File: src/rtl/matrix_pkg.sv
// Shared definitions for the matrix register-file access blocks.
//   TYPE_*  : register_file access type codes (element / row / column)
//   MAT_*   : register_file matrix select codes
//   stream_state_t : state encoding of the read streamer FSM
package matrix_pkg;

   localparam logic [1:0] TYPE_ELEM = 2'b00;
   localparam logic [1:0] TYPE_ROW  = 2'b01;
   localparam logic [1:0] TYPE_COL  = 2'b10;

   localparam logic [1:0] MAT_A = 2'b00;
   localparam logic [1:0] MAT_B = 2'b01;
   localparam logic [1:0] MAT_C = 2'b10;

   typedef enum logic [2:0] {
      ST_IDLE = 3'd0,
      ST_REQ  = 3'd1,
      ST_WAIT = 3'd2,
      ST_HOLD = 3'd3,
      ST_DONE = 3'd4
   } stream_state_t;

endpackage

File: src/rtl/matrix_addr_gen.sv
// Combinational register_file address for a row/column access.
//   mode    in  2              TYPE_ROW -> index*size, TYPE_COL -> index, else 0
//   index   in  index_width    row/column number
//   address out address_width  register_file address (unsigned, width-truncated)
module matrix_addr_gen
   import matrix_pkg::*;
#(
   parameter int size          = 10,
   parameter int address_width = $clog2(size*size),
   parameter int index_width   = $clog2(size)
) (
   input  logic [1:0]               mode,
   input  logic [index_width-1:0]   index,
   output logic [address_width-1:0] address
);

   logic [address_width-1:0] index_ext;

   assign index_ext = address_width'(index);

   always_comb begin
      address = '0;
      case (mode)
         TYPE_ROW: address = index_ext * address_width'(size);
         TYPE_COL: address = index_ext;
         default:  address = '0;
      endcase
   end

endmodule

File: src/rtl/matrix_read_streamer.sv
// Streams one whole matrix out of register_file, one row or column per beat,
// over a valid/ready interface with a one-beat output buffer.
//   in_clk / in_reset            clock, synchronous active-high reset
//   in_start, in_select_matrix,  start request with matrix (A/B/C) and
//   in_mode                      access mode (rows/columns)
//   out_busy/out_done/out_error  transfer status
//   out_rf_*, in_rf_data         register_file read port (1-cycle latency)
//   out_data/out_valid/in_ready  beat stream; out_index, out_last describe the beat
//
// state | meaning
// IDLE  | waiting for a legal start
// REQ   | read_en asserted for the current row/column
// WAIT  | register_file data arrives, captured at end of cycle
// HOLD  | beat presented, waiting for handshake
// DONE  | one-cycle done pulse
module matrix_read_streamer
   import matrix_pkg::*;
#(
   parameter int size          = 10,
   parameter int cell_width    = 32,
   parameter int width         = cell_width*size,
   parameter int address_width = $clog2(size*size),
   parameter int index_width   = $clog2(size)
) (
   input  logic                     in_clk,
   input  logic                     in_reset,
   input  logic                     in_start,
   input  logic [1:0]               in_select_matrix,
   input  logic [1:0]               in_mode,
   output logic                     out_busy,
   output logic                     out_done,
   output logic                     out_error,
   output logic [address_width-1:0] out_rf_address,
   output logic [1:0]               out_rf_type,
   output logic [1:0]               out_rf_select_matrix,
   output logic                     out_rf_read_en,
   output logic                     out_rf_write_en,
   input  logic [width-1:0]         in_rf_data,
   output logic [width-1:0]         out_data,
   output logic                     out_valid,
   input  logic                     in_ready,
   output logic [index_width-1:0]  out_index,
   output logic                     out_last
);

   stream_state_t state, state_next;

   logic [index_width-1:0] index;
   logic [1:0]             mode_q;
   logic [1:0]             matrix_q;
   logic [width-1:0]       data_q;
   logic                   error_q;
   logic                   start_legal;
   logic                   start_accept;
   logic                   handshake;
   logic                   at_last;

   assign start_legal  = ((in_mode == TYPE_ROW) || (in_mode == TYPE_COL)) &&
                         (in_select_matrix inside {MAT_A, MAT_B, MAT_C});
   assign start_accept = (state == ST_IDLE) && in_start && start_legal;
   assign handshake    = (state == ST_HOLD) && in_ready;
   assign at_last      = (index == index_width'(size-1));

   always_ff @(posedge in_clk) begin
      if (in_reset) state <= ST_IDLE;
      else          state <= state_next;
   end

   always_comb begin
      state_next = state;
      case (state)
         ST_IDLE: if (start_accept) state_next = ST_REQ;
         ST_REQ:  state_next = ST_WAIT;
         ST_WAIT: state_next = ST_HOLD;
         ST_HOLD: if (handshake) state_next = at_last ? ST_DONE : ST_REQ;
         ST_DONE: state_next = ST_IDLE;
         default: state_next = ST_IDLE;
      endcase
   end

   // index and mode only change on entry to REQ, so the address derived from
   // them holds its last value everywhere else without a separate register.
   always_ff @(posedge in_clk) begin
      if (in_reset) begin
         index    <= '0;
         mode_q   <= '0;
         matrix_q <= '0;
         data_q   <= '0;
         error_q  <= 1'b0;
      end else begin
         error_q <= (state == ST_IDLE) && in_start && !start_legal;
         if (start_accept) begin
            index    <= '0;
            mode_q   <= in_mode;
            matrix_q <= in_select_matrix;
         end
         if (state == ST_WAIT) data_q <= in_rf_data;
         if (handshake && !at_last) index <= index + index_width'(1);
      end
   end

   always_comb begin
      out_rf_read_en = 1'b0;
      out_valid      = 1'b0;
      out_busy       = 1'b0;
      out_done       = 1'b0;
      out_last       = 1'b0;
      case (state)
         ST_REQ:  begin out_rf_read_en = 1'b1; out_busy = 1'b1; end
         ST_WAIT: out_busy = 1'b1;
         ST_HOLD: begin out_valid = 1'b1; out_busy = 1'b1; out_last = at_last; end
         ST_DONE: out_done = 1'b1;
         default: ;
      endcase
   end

   matrix_addr_gen #(
      .size          (size),
      .address_width (address_width),
      .index_width   (index_width)
   ) u_addr_gen (
      .mode    (mode_q),
      .index   (index),
      .address (out_rf_address)
   );

   assign out_rf_type          = mode_q;
   assign out_rf_select_matrix = matrix_q;
   assign out_rf_write_en      = 1'b0;
   assign out_data             = data_q;
   assign out_index            = index;
   assign out_error            = error_q;

endmodule
File: config.mk
export PLATFORM = sky130hd
export DESIGN_NAME = matrix_read_streamer
export DESIGN_NICKNAME = d
export VERILOG_FILES = /design/src/rtl/matrix_pkg.sv /design/src/rtl/matrix_addr_gen.sv /design/src/rtl/matrix_read_streamer.sv
export SDC_FILE = /design/constraint.sdc
export NUM_CORES = 1
export LEC_CHECK = 0
export BUFFER_PORTS_ARGS = -buffer_cell sky130_fd_sc_hd__clkbuf_2
export CAP_MARGIN = 20
export CORE_AREA = 10 10 252 254
export CTS_BUF_LIST = sky130_fd_sc_hd__clkbuf_8
export DETAILED_ROUTE_END_ITERATION = 16
export DIE_AREA = 0 0 262 264
export GPL_TIMING_DRIVEN = 0
export HOLD_SLACK_MARGIN = 0.03
export PLACE_DENSITY_LB_ADDON = 0.2
export SETUP_SLACK_MARGIN = 0.3
export SLEW_MARGIN = 5
export SYNTH_ARGS = -nofsm -noshare
export SYNTH_HDL_FRONTEND = slang
export SYNTH_SLANG_ARGS = --single-unit
File: constraint.sdc
create_clock -name in_clk -period 4.4 [get_ports in_clk]
set_input_delay 0.88 -clock in_clk [delete_from_list [all_inputs] [get_ports in_clk]]
set_output_delay 0.88 -clock in_clk [all_outputs]
set_load 0.05 [all_outputs]
# == Word-level counts from Yosys, hierarchy flattened ==
# Index checks and enable logic that the tools add are counted.
# totals
regBits,332
out_inout_bits,342
# op_classes
add_sub_neg,1
n_mul,1
n_eq_ne,13
muxes,12
n_reduce_logical,15
# ops
op,n
case mux 7 bit (2 select lines),1
case mux 3 bit (4 select lines),1
2-to-1 mux 3 bit,3
2-to-1 mux 4 bit,2
equality test 2 x 1 -> 1 bit (second input constant),3
equality test 2 bit (second input constant),3
equality test 3 x 2 -> 1 bit (second input constant),2
logical AND 1 bit,6
multiplier 4 x 3 -> 6 bit (second input constant),1
2-to-1 mux 1 bit,5
adder 4 x 1 -> 4 bit (second input constant),1
equality test 4 bit (second input constant),1
inequality test 2 bit (second input constant),2
equality test 3 x 1 -> 1 bit (second input constant),1
equality test 3 bit (second input constant),1
logical NOT 3 bit,1
nonzero test 3 bit,1
OR reduction 3 bit,1
logical NOT 1 bit,2
logical NOT 2 bit,1
AND reduction 2 bit,1
nonzero test 2 bit,1
logical OR 1 bit,1

# == Longest topological paths before layout ==
# Gate-level depths: netlist of the first run.
# depth
ltp_word,6
ltp_mapped,6
ltp_nobuf,6

# == By module ==
# A second synthesis of the first run with hierarchy kept.
# hier_totals
cells_unflattened,1484
hier_area_um2,11942.7
# by_module_without_submodules
mod,instances,cells_per_inst,area_each_um2
matrix_read_streamer,1,1460,11771.3
matrix_addr_gen,1,24,171.4

# == Least setup slack after synthesis of the first run ==
# No wires, ideal clock.
# synth_timing
path_type,reg2out
startpoint,reg index[3] (netlist: out_index[3])
endpoint,out out_rf_address[5]
t_arrival_ps,2351
slack_ps,1169
stages_incl_launch_ff,6
path_buffers,0
cell_sequence,dfxtp_1 > ha_1 > ha_1 > inv_1 > fa_1 > nor2_1
# synth_between
elab_chain_len,2
# synth_rtl
element,line,text
from (decl),matrix_read_streamer.sv:48,logic [index_width-1:0] index;
from (signal assigned),matrix_read_streamer.sv:98,if (handshake && !at_last) index <= index + index_width'(1);
multiplier 4 x 3 -> 6 bit,matrix_addr_gen.sv:24,TYPE_ROW: address = index_ext * address_width'(size);
case mux 7 bit (2 select lines),matrix_addr_gen.sv:23,case (mode)
to (decl),matrix_read_streamer.sv:33,"output logic [address_width-1:0] out_rf_address,"
# Every way passes these cells.

# == Final worst setup path of the first run ==
# layout_timing
startpoint,reg index[1] (netlist: out_index[1])
endpoint,out out_rf_address[5]
# The elaborated chain is that of the path after synthesis.

==> results.md, run 1 <==
* Outcome: completed
* Inserted Clock Buffers at 60
* Register bit total from synthesis at ~330
* Actual slew at the worst max-slew pin at 0.906 ns
* Combinational power share at 18.9%
* Standard-cell rows at 89
* Clock tree from TritonCTS: yes
* Number of buffers added on ports at around 670
* Worst Setup Start Kind: register
* Most Frequent Cell on Critical Path: ha_1
* Pwr dens at ~450 nW/um2
* Largest area contributor in the synthesized netlist: dfxtp_1
* Internal portion of total power at 5280 uW
* FF/Latch Area at about 6600 um2
* Sequential Power Share at about two fifths
* Initial DRC count at between 600 and 700
* Count of hold buffers inserted by post-cts repair at 0
* TNS Setup at 0 ns
* Total routed wire length on the met1 layer at slightly above 20000 um
* Category of the worst setup path capture point: primary output
* Yosys top cell area share at between 50 and 60%
* Cell depth of the worst min-delay path at 2
* Via count of the first global-routing pass at roughly 13000
* Most repeated cell in the gate-level netlist after synthesis: nand2_1
* Worst Hold End: out_data[316]
* Number of inserted filler cells in the final layout at between 6000 and 7000
* Clock Skew at 0.0168 ns
* Starting Density at 20.0%
* Main area contributors after synthesis: dfxtp_1 57%, nand2_1 21%, a21oi_1 14%
* Static leakage at between 0.007 and 0.008 uW
* Die Footprint at 69200 um2
* Psw at between 2000 and 3000 uW
* Total power of the final layout at roughly 7800 uW
* R2R setup slack at between 1.5 and 2 ns
* Synth unique cells at 42
* Fraction of final layout cells with drive strength greater than 1 at a little under two fifths
* Post-Synthesis Cells at approximately 1500
* Remaining global-route overflow at 0
* Worst slack after detailed placement at 1.07 ns
* Worst-path fanout max at 7
* Crit share post-route at between 70% and 80%
* Routed length on met2 at around 28000 um
* Clock latency at the later pin of the worst-skew pair at 0.63 ns
* Overall routing resource usage at between 10 and 15%
* Netlist Area Pre-Place at roughly 12000 um2
* Number of placed I/O pins at 670
* Final routed wire length divided by cell count at approximately 18 um
* Setup repair after global routing missed its margin: no
* Worst reg2reg path depth at 6
* Final routed DRC violation total at 0
* Top cell types by occurrence after synthesis: 643 x nand2_1, 332 x dfxtp_1, 322 x a21oi_1
* CTS sink cnt at around 330
* Fraction of the mapped netlist area in compound gates at ~15%
* Highest clock rate at 302 MHz
* Primary FF master, synth: dfxtp_1
* Worst endpoint required time at approximately 3.5 ns
* Antenna violations before repair at 2
* Root buffer cell: clkbuf_8
* Uppermost signal routing layer after detailed routing: met4
* Number of vias per cell after detailed routing at 4.15
* Max-Slew Margin vs Limit at around two fifths
* Worst Hold Class: reg2reg
* Post CTS Setup Buffer Count at 0
* Chip Width at roughly 260 um
* CTS clk-pin slew, worst paths at 0.06 ns
* Via total after detailed routing at roughly 13000
* Floorplan core area at roughly 58000 um2
* Simple-gate area share of the yosys netlist at 22.6%
* Number of nets still failing antenna checks after routing at 0
* Global-route wire length before repair at roughly 80000 um
* Synthesized Nets at approximately 1800
* Share of synthesized area spent on multiplexers at 0%
* Synthesis Warnings at 0
* Worst ir drop on vdd at between 200 and 250 uV
* Worst-path cell chain: ha_1, ha_1, inv_1, fa_1, nor2_1, clkbuf_2
* Net switching share of the total power at between 30% and 40%
* Minimum setup slack in the final design at 1.09 ns
* CTS-repair resized insts at 0
* Number of nets in the finished design at 2547
* Post-placement cell count at around 2900
* EDFF count, synth at 0
* Worst reg2reg startpoint: state[2]
* Category of the critical setup timing path: reg2out
* Critical-path cell with the highest stage delay: dfxtp_1
* Clock H-tree levels at 2
* Final critical path time including I/O delays and setup at approximately 3.3 ns
* Final hold violation count at 0
* Vertical extent of the die at roughly 260 um
* Count of TritonRoute iterations in the first routing pass at 5
* MaxCap Viol Count at 0
* Crit path DAT at between 2 and 2.5 ns
* Number of max-slew violations in the final report at 0
* Final number of setup-violating endpoints at 0
* Share of synthesized registers carrying an async set or reset at 0%
* Detailed-route wire length at around 55000 um
* Combinational family with the most area after synthesis: simple AND/OR/NAND/NOR gates
* Worst R2R End: out_data[91]
* Fraction of the mapped netlist area in adder cells at less than 1%
* HPWL after DPL at between 40000 and 50000 um
* Xor/xnor share of the synthesized area at 0.224%
* Slowest Stage Delay on Critical Path at ~0.47 ns
* Routability Congestion at around 0.85
* Share of total power in the clock network at approximately two fifths
* Wire length on met3 at 4890 um
* Part of the Yosys area used for sequential elements at between 50% and 60%
* Startpoint of the most critical hold path: out_data[316]
* Post-route insts no fill at 3030
* Synthesis-to-layout area growth at 47.8%
* Area of the multi-input gates at between 4000 and 5000 um2
* Maximum number of pins on one net before global-route repair at 15
* Mean instance size in the synthesized netlist at 7.91 um2
* Max clock buf depth at 3
-- final cells by class --
type,instances,share of cell area (%)
tap,773,5.58
sequential,332,38.4
clock buffer,84,6.68
antenna,2,0.0289
clock inverter,22,0.737
buffer,111,2.92
timing repair buffer,668,19.3
inverter,9,0.195
multi-input combinational,1029,26.2
-- layout by cell type, fill, tap and decap left out, drive strengths merged, types with 2 or more instances in the layout --
cell	count
nand2b	2
clkinvlp	3
nand3	2
nand2	643
a22oi	3
nand4	2
o31ai	3
nor3b	2
clkbuf	799
o21ai	3
a21oi	322
xor2	2
diode	2
nor2	10
a211oi	2
ha	7
and2	3
inv	21
dfxtp	332
clkinv	6
or4	4
buf	64
-- worst max path at each step --
| stage | start | endpoint | slack, ns | cells after the start |
|---|---|---|---|---|
| finish | out_index[1] | out_rf_address[5] | 1.09 | 6 |
| global route | out_index[3] | out_rf_address[5] | 0.93 | 6 |
| CTS | out_index[3] | out_rf_address[5] | 0.98 | 6 |
| detailed placement | in_reset | out_data[91] | 1.07 | 5 |
| global placement | in_reset | out_data[162] | 1.04 | 5 |
| floorplan | out_index[3] | out_rf_address[5] | 1.17 | 5 |
-- per-layer routing --
| layer | track usage [%] | up-vias |
|---|---|---|
| met5 | 0 | - |
| met4 | 5.08 | 0 |
| met3 | 5.21 | 86 |
| met2 | 27.5 | 439 |
| met1 | 15.4 | 5786 |
| li1 | - | 6255 |
-- cell families after synthesis --
| logic type | after synthesis |
|---|---|
| AOI/OAI and AO/OA | 340 |
| xor gates and xnor gates | 3 |
| adders and majority gates | 8 |
| buffers and inverters | 120 |
| DFF | 332 |
| other | 1 |
| and+or+nand+nor | 677 |
-- through the flow --
step	hold slack, ns	instance area (um2)	utilization [%]
after floorplan	0.576	11700	-
after global placement	0.441	16000	27.4
after detailed placement	0.446	16000	27.4
after CTS	0.391	17300	29.6
after global routing	0.413	17300	29.6
final	0.453	17300	29.6
-- state kept, by name (all words and copies together) (netlist names) --
| name | count |
|---|---|
| out_error | 1 |
| out_index | 4 |
| out_data | 320 |
| out_rf_type | 2 |
| state | 3 |
| out_rf_select_matrix | 2 |
-- power groups by stage --
stage / logic (uW) / registers, uW / clock network (uW)
floorplan: 410 / 3880 / 0
global placement: 1500 / 3320 / 0
detailed placement: 1500 / 3330 / 0
CTS: 1510 / 3260 / 3190
global route: 1600 / 3280 / 3320
finish: 1480 / 3260 / 3080
-- critical path: cells and delay by family (launching register included) --
family,cells,cell delay [ns]
fa+ha+maj,3,0.88
flops,1,0.47
simple gates,1,0.12
buf+inv,2,0.35
Note: power is estimated with default switching activity, not from simulation.
==> run 2: changes to the inputs <==
- CORE_AREA: 10 10 252 254 -> 10 10 253 255
- DIE_AREA: 0 0 262 264 -> 0 0 263 265
- clock period: 4.4 -> 2.9 ns (I/O delays scaled with it)
==> run 2 against run 1 <==
Via count grew 0.36%. Sequential power increased by 52%. Core utilization decreased by 0.19 points. Flip-flop and latch count is the same. Global-route usage grew 0.078 points. Critical endpoint is now out_rf_address[6].
==> results.md, run 2 (synthesis results as in run 1) <==
* Routability Congestion at 0.896 (was 0.852)
* Minimum setup slack in the final design at 0.154 ns (was 1.09 ns)
* Crit path DAT at 2.17 ns (was 2.43 ns)
* Count of hold buffers inserted by post-cts repair at 0 (unchanged)
* Category of the critical setup timing path: reg2out (unchanged)
* Category of the worst setup path capture point: primary output (unchanged)
* End-of-flow core utilization at 29.4% (was 29.6%)
* Outcome: completed (unchanged)
* Actual slew at the worst max-slew pin at 0.872 ns (was 0.906 ns)
* MaxCap Viol Count at 0 (unchanged)
* Number of max-slew violations in the final report at 0 (unchanged)
* Share of total power in the clock network at 36.3% (was 39.4%)
* Flip-flop count of the largest register after layout at 320 (unchanged)
* Net switching share of the total power at 33.0% (was 32.5%)
* Standard-cell rows at 89 (unchanged)
* Via count of the first global-routing pass at 12900 (was 13000)
* Worst slack after detailed placement at 0.0717 ns (was 1.07 ns)
* Root buffer cell: clkbuf_8 (unchanged)
* Die Footprint at 69700 um2 (was 69200 um2)
* Static leakage at 0.00766 uW (about the same)
* Combinational power share at 20.0% (was 18.9%)
* Fraction of final layout cells with drive strength greater than 1 at 36.9% (about the same)
* Crit share post-route at ~95%
* Via total after detailed routing at 12600 (about the same)
* Final number of setup-violating endpoints at 0 (unchanged)
* Internal portion of total power at 7580 uW (was 5280 uW)
* Worst endpoint required time at 2.32 ns (was 3.52 ns)
* Number of nets in the finished design at 2556 (was 2547)
* Setup repair after global routing missed its margin: yes (was no)
* Vertical extent of the die at 265 um (was 264 um)
* Max clock buf depth at 3 (unchanged)
* Clock latency at the later pin of the worst-skew pair at 0.62 ns (was 0.63 ns)
* Most used cells in the layout excluding fill and tap cells: 666 x clkbuf_2, 643 x nand2_1, 328 x dfxtp_1, 322 x a21oi_1, 66 x clkbuf_8 (was 668 x clkbuf_2, 643 x nand2_1, 332 x dfxtp_1, 322 x a21oi_1, 84 x clkbuf_8)
* Clock tree from TritonCTS: yes (unchanged)
* Max-Slew Margin vs Limit at 41.8% (was 39.6%)
* Final hold violation count at 0 (unchanged)
* CTS clk-pin slew, worst paths at 0.07 ns (was 0.06 ns)
* Min Hold Slack at 0.164 ns (was 0.453 ns)
* Pwr dens at 654 nW/um2 (was 452 nW/um2)
* Worst ir drop on vdd at 347 uV (was 224 uV)
* CTS sink cnt at 332 (unchanged)
* Count of TritonRoute iterations in the first routing pass at 5 (unchanged)
* Worst Hold Class: in2reg (was reg2reg)
* Overall routing resource usage at 15.0% (about the same)
* Inserted Clock Buffers at 59 (was 60)
* Detailed-route wire length at 55400 um (was 54800 um)
* Most common cell after layout, fill and taps aside: clkbuf_2 (unchanged)
* Final critical path time including I/O delays and setup at ~2.7 ns
* Floorplan core area at 58800 um2 (was 58500 um2)
* Antenna violations before repair at 5 (was 2)
* Chip Width at 263 um (was 262 um)
* Final routed wire length divided by cell count at 18.3 um (was 18.1 um)
* Worst-path fanout max at 2 (was 7)
* Number of nets still failing antenna checks after routing at 0 (unchanged)
* R2R setup slack at 0.55 ns (was 1.98 ns)
* Number of buffers added on ports at 668 (unchanged)
* Clock Skew at 0.0317 ns (was 0.0168 ns)
* Maximum number of pins on one net before global-route repair at 15 (unchanged)
* Number of vias per cell after detailed routing at 4.16 (was 4.15)
* Psw at 3730 uW (was 2540 uW)
* Sequential Power Share at 43.7% (was 41.7%)
* Remaining global-route overflow at 0 (unchanged)
* HPWL after DPL at 45100 um (was 44300 um)
* Initial DRC count at 548 (was 608)
* Highest clock rate at 364 MHz
* Clock H-tree levels at 2 (unchanged)
* Global-route wire length before repair at 81500 um (was 79800 um)
* Starting Density at 19.9% (was 20.0%)
* Number of placed I/O pins at 670 (unchanged)
* Worst Setup Start Kind: register (unchanged)
* Synthesis-to-layout area growth at 47.7% (was 47.8%)
* Final routed DRC violation total at 0 (unchanged)
==> run 2: worst paths after layout <==
check / from / to / cells after the start
worst max-delay path: out_index[1] / out_rf_address[6] / 7
worst min-delay path: in_rf_data[80] / out_data[80] / 3
worst max register to register: state[2] / out_data[278] / 6
worst min register to register: out_data[313] / out_data[313] / 2
==> run 2: worst max-delay path, stage by stage, from the launching register on <==
cell and delay [ns]:
dfxtp_4 0.35, ha_4 0.27, ha_4 0.12, inv_2 0.03
fa_2 0.34, xor2_1 0.15, nor2_2 0.11, buf_8 0.16
==> run 2: power groups by stage <==
stage | logic (uW) | registers, uW | clock network [uW]
3_3_place_gp | 2280 | 5040 | 0
3_5_place_dp | 2290 | 5050 | 0
5_1_grt | 2430 | 4970 | 4500
6_report | 2260 | 4950 | 4110
4_1_cts | 2300 | 4950 | 4320
2_1_floorplan | 623 | 5880 | 0
==> run 2: timing repair <==
item / in CTS / in global routing
buffers inserted: 3 / 6
gates resized for setup: 19 / 8
endpoints found under the setup margin: 14 / 3
pin swaps: 2 / 2
==> run 2: through the flow <==
step / setup TNS [ns] / cell area [um2] / std cells / total power [uW]
floorplan: 0 / 11700 / 1481 / 6510
global placement: -15.36 / 16000 / 2922 / 7320
detailed placement: 0 / 16100 / 2923 / 7340
CTS: 0 / 17200 / 3020 / 11600
global route: 0 / 17300 / 3029 / 11900
finish: 0 / 17300 / 3029 / 11300
==> run 2: final cells by class <==
type / count / area [um2]
fillers: 6559 / 41500
flip-flops and latches: 332 / 6660
multi-input cells: 1029 / 4590
repair buffers: 678 / 3470
well taps: 773 / 967
clock buffers: 66 / 908
plain buffers: 111 / 507
clock inverters: 28 / 159
inverters: 9 / 36.3
diodes: 3 / 7.51
==> run 2: metal layers <==
metal	global-route usage, %	up-vias	part of all wire, %
met5	0	-	0.045
met4	5.44	4	2.9
met3	6.39	96	9.3
met2	27.6	467	52
met1	14.9	5779	36
li1	-	6265	-
==> run 3: changes to the inputs <==
- ABC_AREA: not set -> 1
- CORE_AREA: 10 10 253 255 -> 10 10 252 254
- DIE_AREA: 0 0 263 265 -> 0 0 262 264
- PLACE_DENSITY: not set -> 0.49
- PLACE_DENSITY_LB_ADDON: 0.2 -> not set
==> run 3 against run 2 <==
Clock power up 8.3%. Hold slack better by 0.010 ns. Critical path depth down 1. Wire length up 0.12%. Cell count up 0.99%. Clock skew down 0.020 ns. Register-to-register slack better by 0.47 ns. Critical endpoint is now out_rf_address[5]. Largest power group is now combinational cells. Highest routed layer is now met4.
==> results.md, run 3 <==
* Post-placement cell count at 2947 (was 2923)
* Antenna violations before repair at 3 (was 5)
* Category of the worst setup path capture point: primary output (unchanged)
* Fraction of final layout cells with drive strength greater than 1 at 37.1% (was 36.9%)
* Worst endpoint required time at 2.32 ns (about the same)
* Crit share post-route at 92.9% (was 94.7%)
* Yosys top cell area share at 56.8% (was 56.7%)
* Worst-path cell chain: ha_4, ha_4, inv_2, fa_2, nor2_2, buf_8 (was ha_4, ha_4, inv_2, fa_2, xor2_1, nor2_2, buf_8)
* CTS clk-pin slew, worst paths at 0.06 ns (was 0.07 ns)
* Final critical path time including I/O delays and setup at 2.69 ns (was 2.75 ns)
* Largest area contributor in the synthesized netlist: dfxtp_1 (unchanged)
* Part of the Yosys area used for sequential elements at 56.8% (was 56.7%)
* EDFF count, synth at 0 (unchanged)
* Floorplan core area at 58500 um2 (was 58800 um2)
* Starting Density at 20.0% (was 19.9%)
* Worst reg2reg path depth at 8 (was 6)
* Via total after detailed routing at 12800 (was 12600)
* Register bit total from synthesis at 332 (unchanged)
* Total power of the final layout at 17500 uW (was 11300 uW)
* Global-route wire length before repair at 80900 um (was 81500 um)
* Share of synthesized registers carrying an async set or reset at 0% (unchanged)
* Number of max-slew violations in the final report at 0 (unchanged)
* Most used cells in the layout excluding fill and tap cells: 662 x clkbuf_2, 655 x nor2_1, 327 x dfxtp_1, 324 x o21ai_0, 76 x clkbuf_8 (was 666 x clkbuf_2, 643 x nand2_1, 328 x dfxtp_1, 322 x a21oi_1, 66 x clkbuf_8)
* Most common cell after layout, fill and taps aside: clkbuf_2 (unchanged)
* Pwr dens at 1010 nW/um2 (was 654 nW/um2)
* Final routed wire length divided by cell count at 18.1 um (was 18.3 um)
* Flip-flop count of the largest register after layout at 320 (unchanged)
* Most Frequent Cell on Critical Path: ha_4 (unchanged)
* Minimum setup slack in the final design at 0.205 ns (was 0.154 ns)
* Chip Width at 262 um (was 263 um)
* Synthesis-to-layout area growth at 48.2% (was 47.7%)
* Vertical extent of the die at 264 um (was 265 um)
* Top cell types by occurrence after synthesis: 656 x nor2_1, 332 x dfxtp_1, 326 x o21ai_0 (was 643 x nand2_1, 332 x dfxtp_1, 322 x a21oi_1)
* Worst Setup Start Kind: register (unchanged)
* Synth unique cells at 21 (was 42)
* Number of vias per cell after detailed routing at 4.19 (was 4.16)
* Primary FF master, synth: dfxtp_1 (unchanged)
* Clock Skew at 0.0121 ns (was 0.0317 ns)
* Worst slack after detailed placement at 0.172 ns (was 0.0717 ns)
* Routability Congestion at 0.860 (was 0.896)
* Final routed DRC violation total at 0 (unchanged)
* Post-Synthesis Cells at 1507 (was 1481)
* Synthesis Warnings at 0 (unchanged)
* Number of placed I/O pins at 670 (unchanged)
* Setup repair after global routing missed its margin: yes (unchanged)
* Max clock buf depth at 3 (unchanged)
* Overall routing resource usage at 15.1% (was 15.0%)
* Worst-path fanout max at 2 (unchanged)
* HPWL after DPL at 44600 um (was 45100 um)
* Count of TritonRoute iterations in the first routing pass at 4 (was 5)
* Clock latency at the later pin of the worst-skew pair at 0.63 ns (was 0.62 ns)
* Crit path DAT at 2.11 ns (was 2.17 ns)
* Die Footprint at 69200 um2 (was 69700 um2)
* Post-route insts no fill at 3059 (was 3029)
* Cell depth of the worst min-delay path at 3 (unchanged)
* Final hold violation count at 0 (unchanged)
* Outcome: completed (unchanged)
* Number of nets still failing antenna checks after routing at 0 (unchanged)
* Detailed-route wire length at 55500 um (was 55400 um)
* Clock H-tree levels at 2 (unchanged)
* Netlist Area Pre-Place at 11700 um2 (about the same)
* CTS sink cnt at 332 (unchanged)
* Synthesized Nets at 1843 (was 1817)
* Worst path bufs/invs at 2 (unchanged)
* Critical-path cell with the highest stage delay: fa_2 (was dfxtp_4)
* Highest clock rate at 371 MHz (was 364 MHz)
* Actual slew at the worst max-slew pin at 0.839 ns (was 0.872 ns)
* Initial DRC count at 688 (was 548)
* MaxCap Viol Count at 0 (unchanged)
* Mean instance size in the synthesized netlist at 7.76 um2 (was 7.91 um2)
* Worst Hold Class: in2reg (unchanged)
* Number of nets in the finished design at 2575 (was 2556)
* Main area contributors after synthesis: dfxtp_1 57%, nor2_1 21%, o21ai_0 14% (was dfxtp_1 57%, nand2_1 21%, a21oi_1 14%)
* Most repeated cell in the gate-level netlist after synthesis: nor2_1 (was nand2_1)
* Clock tree from TritonCTS: yes (unchanged)
* Stages on worst setup path at 6 (was 7)
* Via count of the first global-routing pass at 13400 (was 12900)
* Category of the critical setup timing path: reg2out (unchanged)
* Remaining global-route overflow at 0 (unchanged)
* Worst ir drop on vdd at 471 uV (was 347 uV)
* Root buffer cell: clkbuf_8 (unchanged)
* Standard-cell rows at 89 (unchanged)
* Static leakage at 0.00901 uW (was 0.00766 uW)
* Number of buffers added on ports at 667 (was 668)
* Max-Slew Margin vs Limit at 44.0% (was 41.8%)
* Slowest Stage Delay on Critical Path at 0.42 ns (was 0.35 ns)
* Kind of cell adding the most delay to the critical path: adder cells (unchanged)
* Final number of setup-violating endpoints at 0 (unchanged)
* Maximum number of pins on one net before global-route repair at 15 (unchanged)
* Min Hold Slack at 0.174 ns (was 0.164 ns)
* Inserted Clock Buffers at 60 (was 59)
[run 3: worst min-delay path, stage by stage]
cell	delay (ns)
clkbuf_2	0.07
nor2_1	0.03
nor2_1	0.08
[run 3: area by class of cell]
type                            count  area, um2
Timing Repair Buffer              670       3390
Multi-Input combinational cell   1042       4490
Clock inverter                     28        169
Inverter                           26       97.6
Buffer                            107        500
Tap cell                          773        967
Sequential cell                   332       6660
Fill cell                        6450      41100
Antenna cell                        6       15.0
Clock buffer                       75       1030
[run 3: path summary, 6_finish.rpt]
| path | startpoint | endpoint | slack [ns] |
|---|---|---|---|
| max | out_index[1] | out_rf_address[5] | 0.21 |
| max reg2reg | state[2] | out_data[182] | 1.02 |
| min reg2reg | out_rf_type[0] | out_rf_type[0] | 0.49 |
| min | in_rf_data[12] | out_data[12] | 0.17 |
[run 3: cell families after synthesis]
kind of cell,share of synthesized area [%]
and+or+nand+nor,22.6
adders and majority gates,0.920
AOI/OAI and AO/OA,14.5
other,0.0321
DFF,56.8
xor gates and xnor gates,0.0749
buffers and inverters,5.11
[run 3: repair_timing]
action	4_1_cts	5_1_grt
hold endpoints to repair	0	0
endpoints found under the setup margin	5	5
pin swaps	5	2
resized for setup	25	8
hold buffers	0	0
gates cloned	0	0
setup buffers	3	0
[run 3: stage by stage]
step | utilization [%] | setup TNS, ns | instance area (um2)
after CTS | 29.6 | 0 | 17300
after floorplan | - | -0.0435 | 11700
final | 29.6 | 0 | 17300
after detailed placement | 27.4 | 0 | 16000
after global routing | 29.6 | 0 | 17300
after global placement | 27.4 | 0 | 16000
[run 3: power breakdown]
group,internal [uW],switching [uW]
Combinational,1410,5590
Sequential,5560,514
Clock,2480,1980
Total,9440,8080
[run 3: layer usage]
| metal | global-route usage [%] | share of wire [%] |
|---|---|---|
| met5 | 0 | 0 |
| met4 | 6.79 | 4.0 |
| met3 | 5.41 | 9.9 |
| met2 | 26.1 | 48 |
| met1 | 16.2 | 38 |
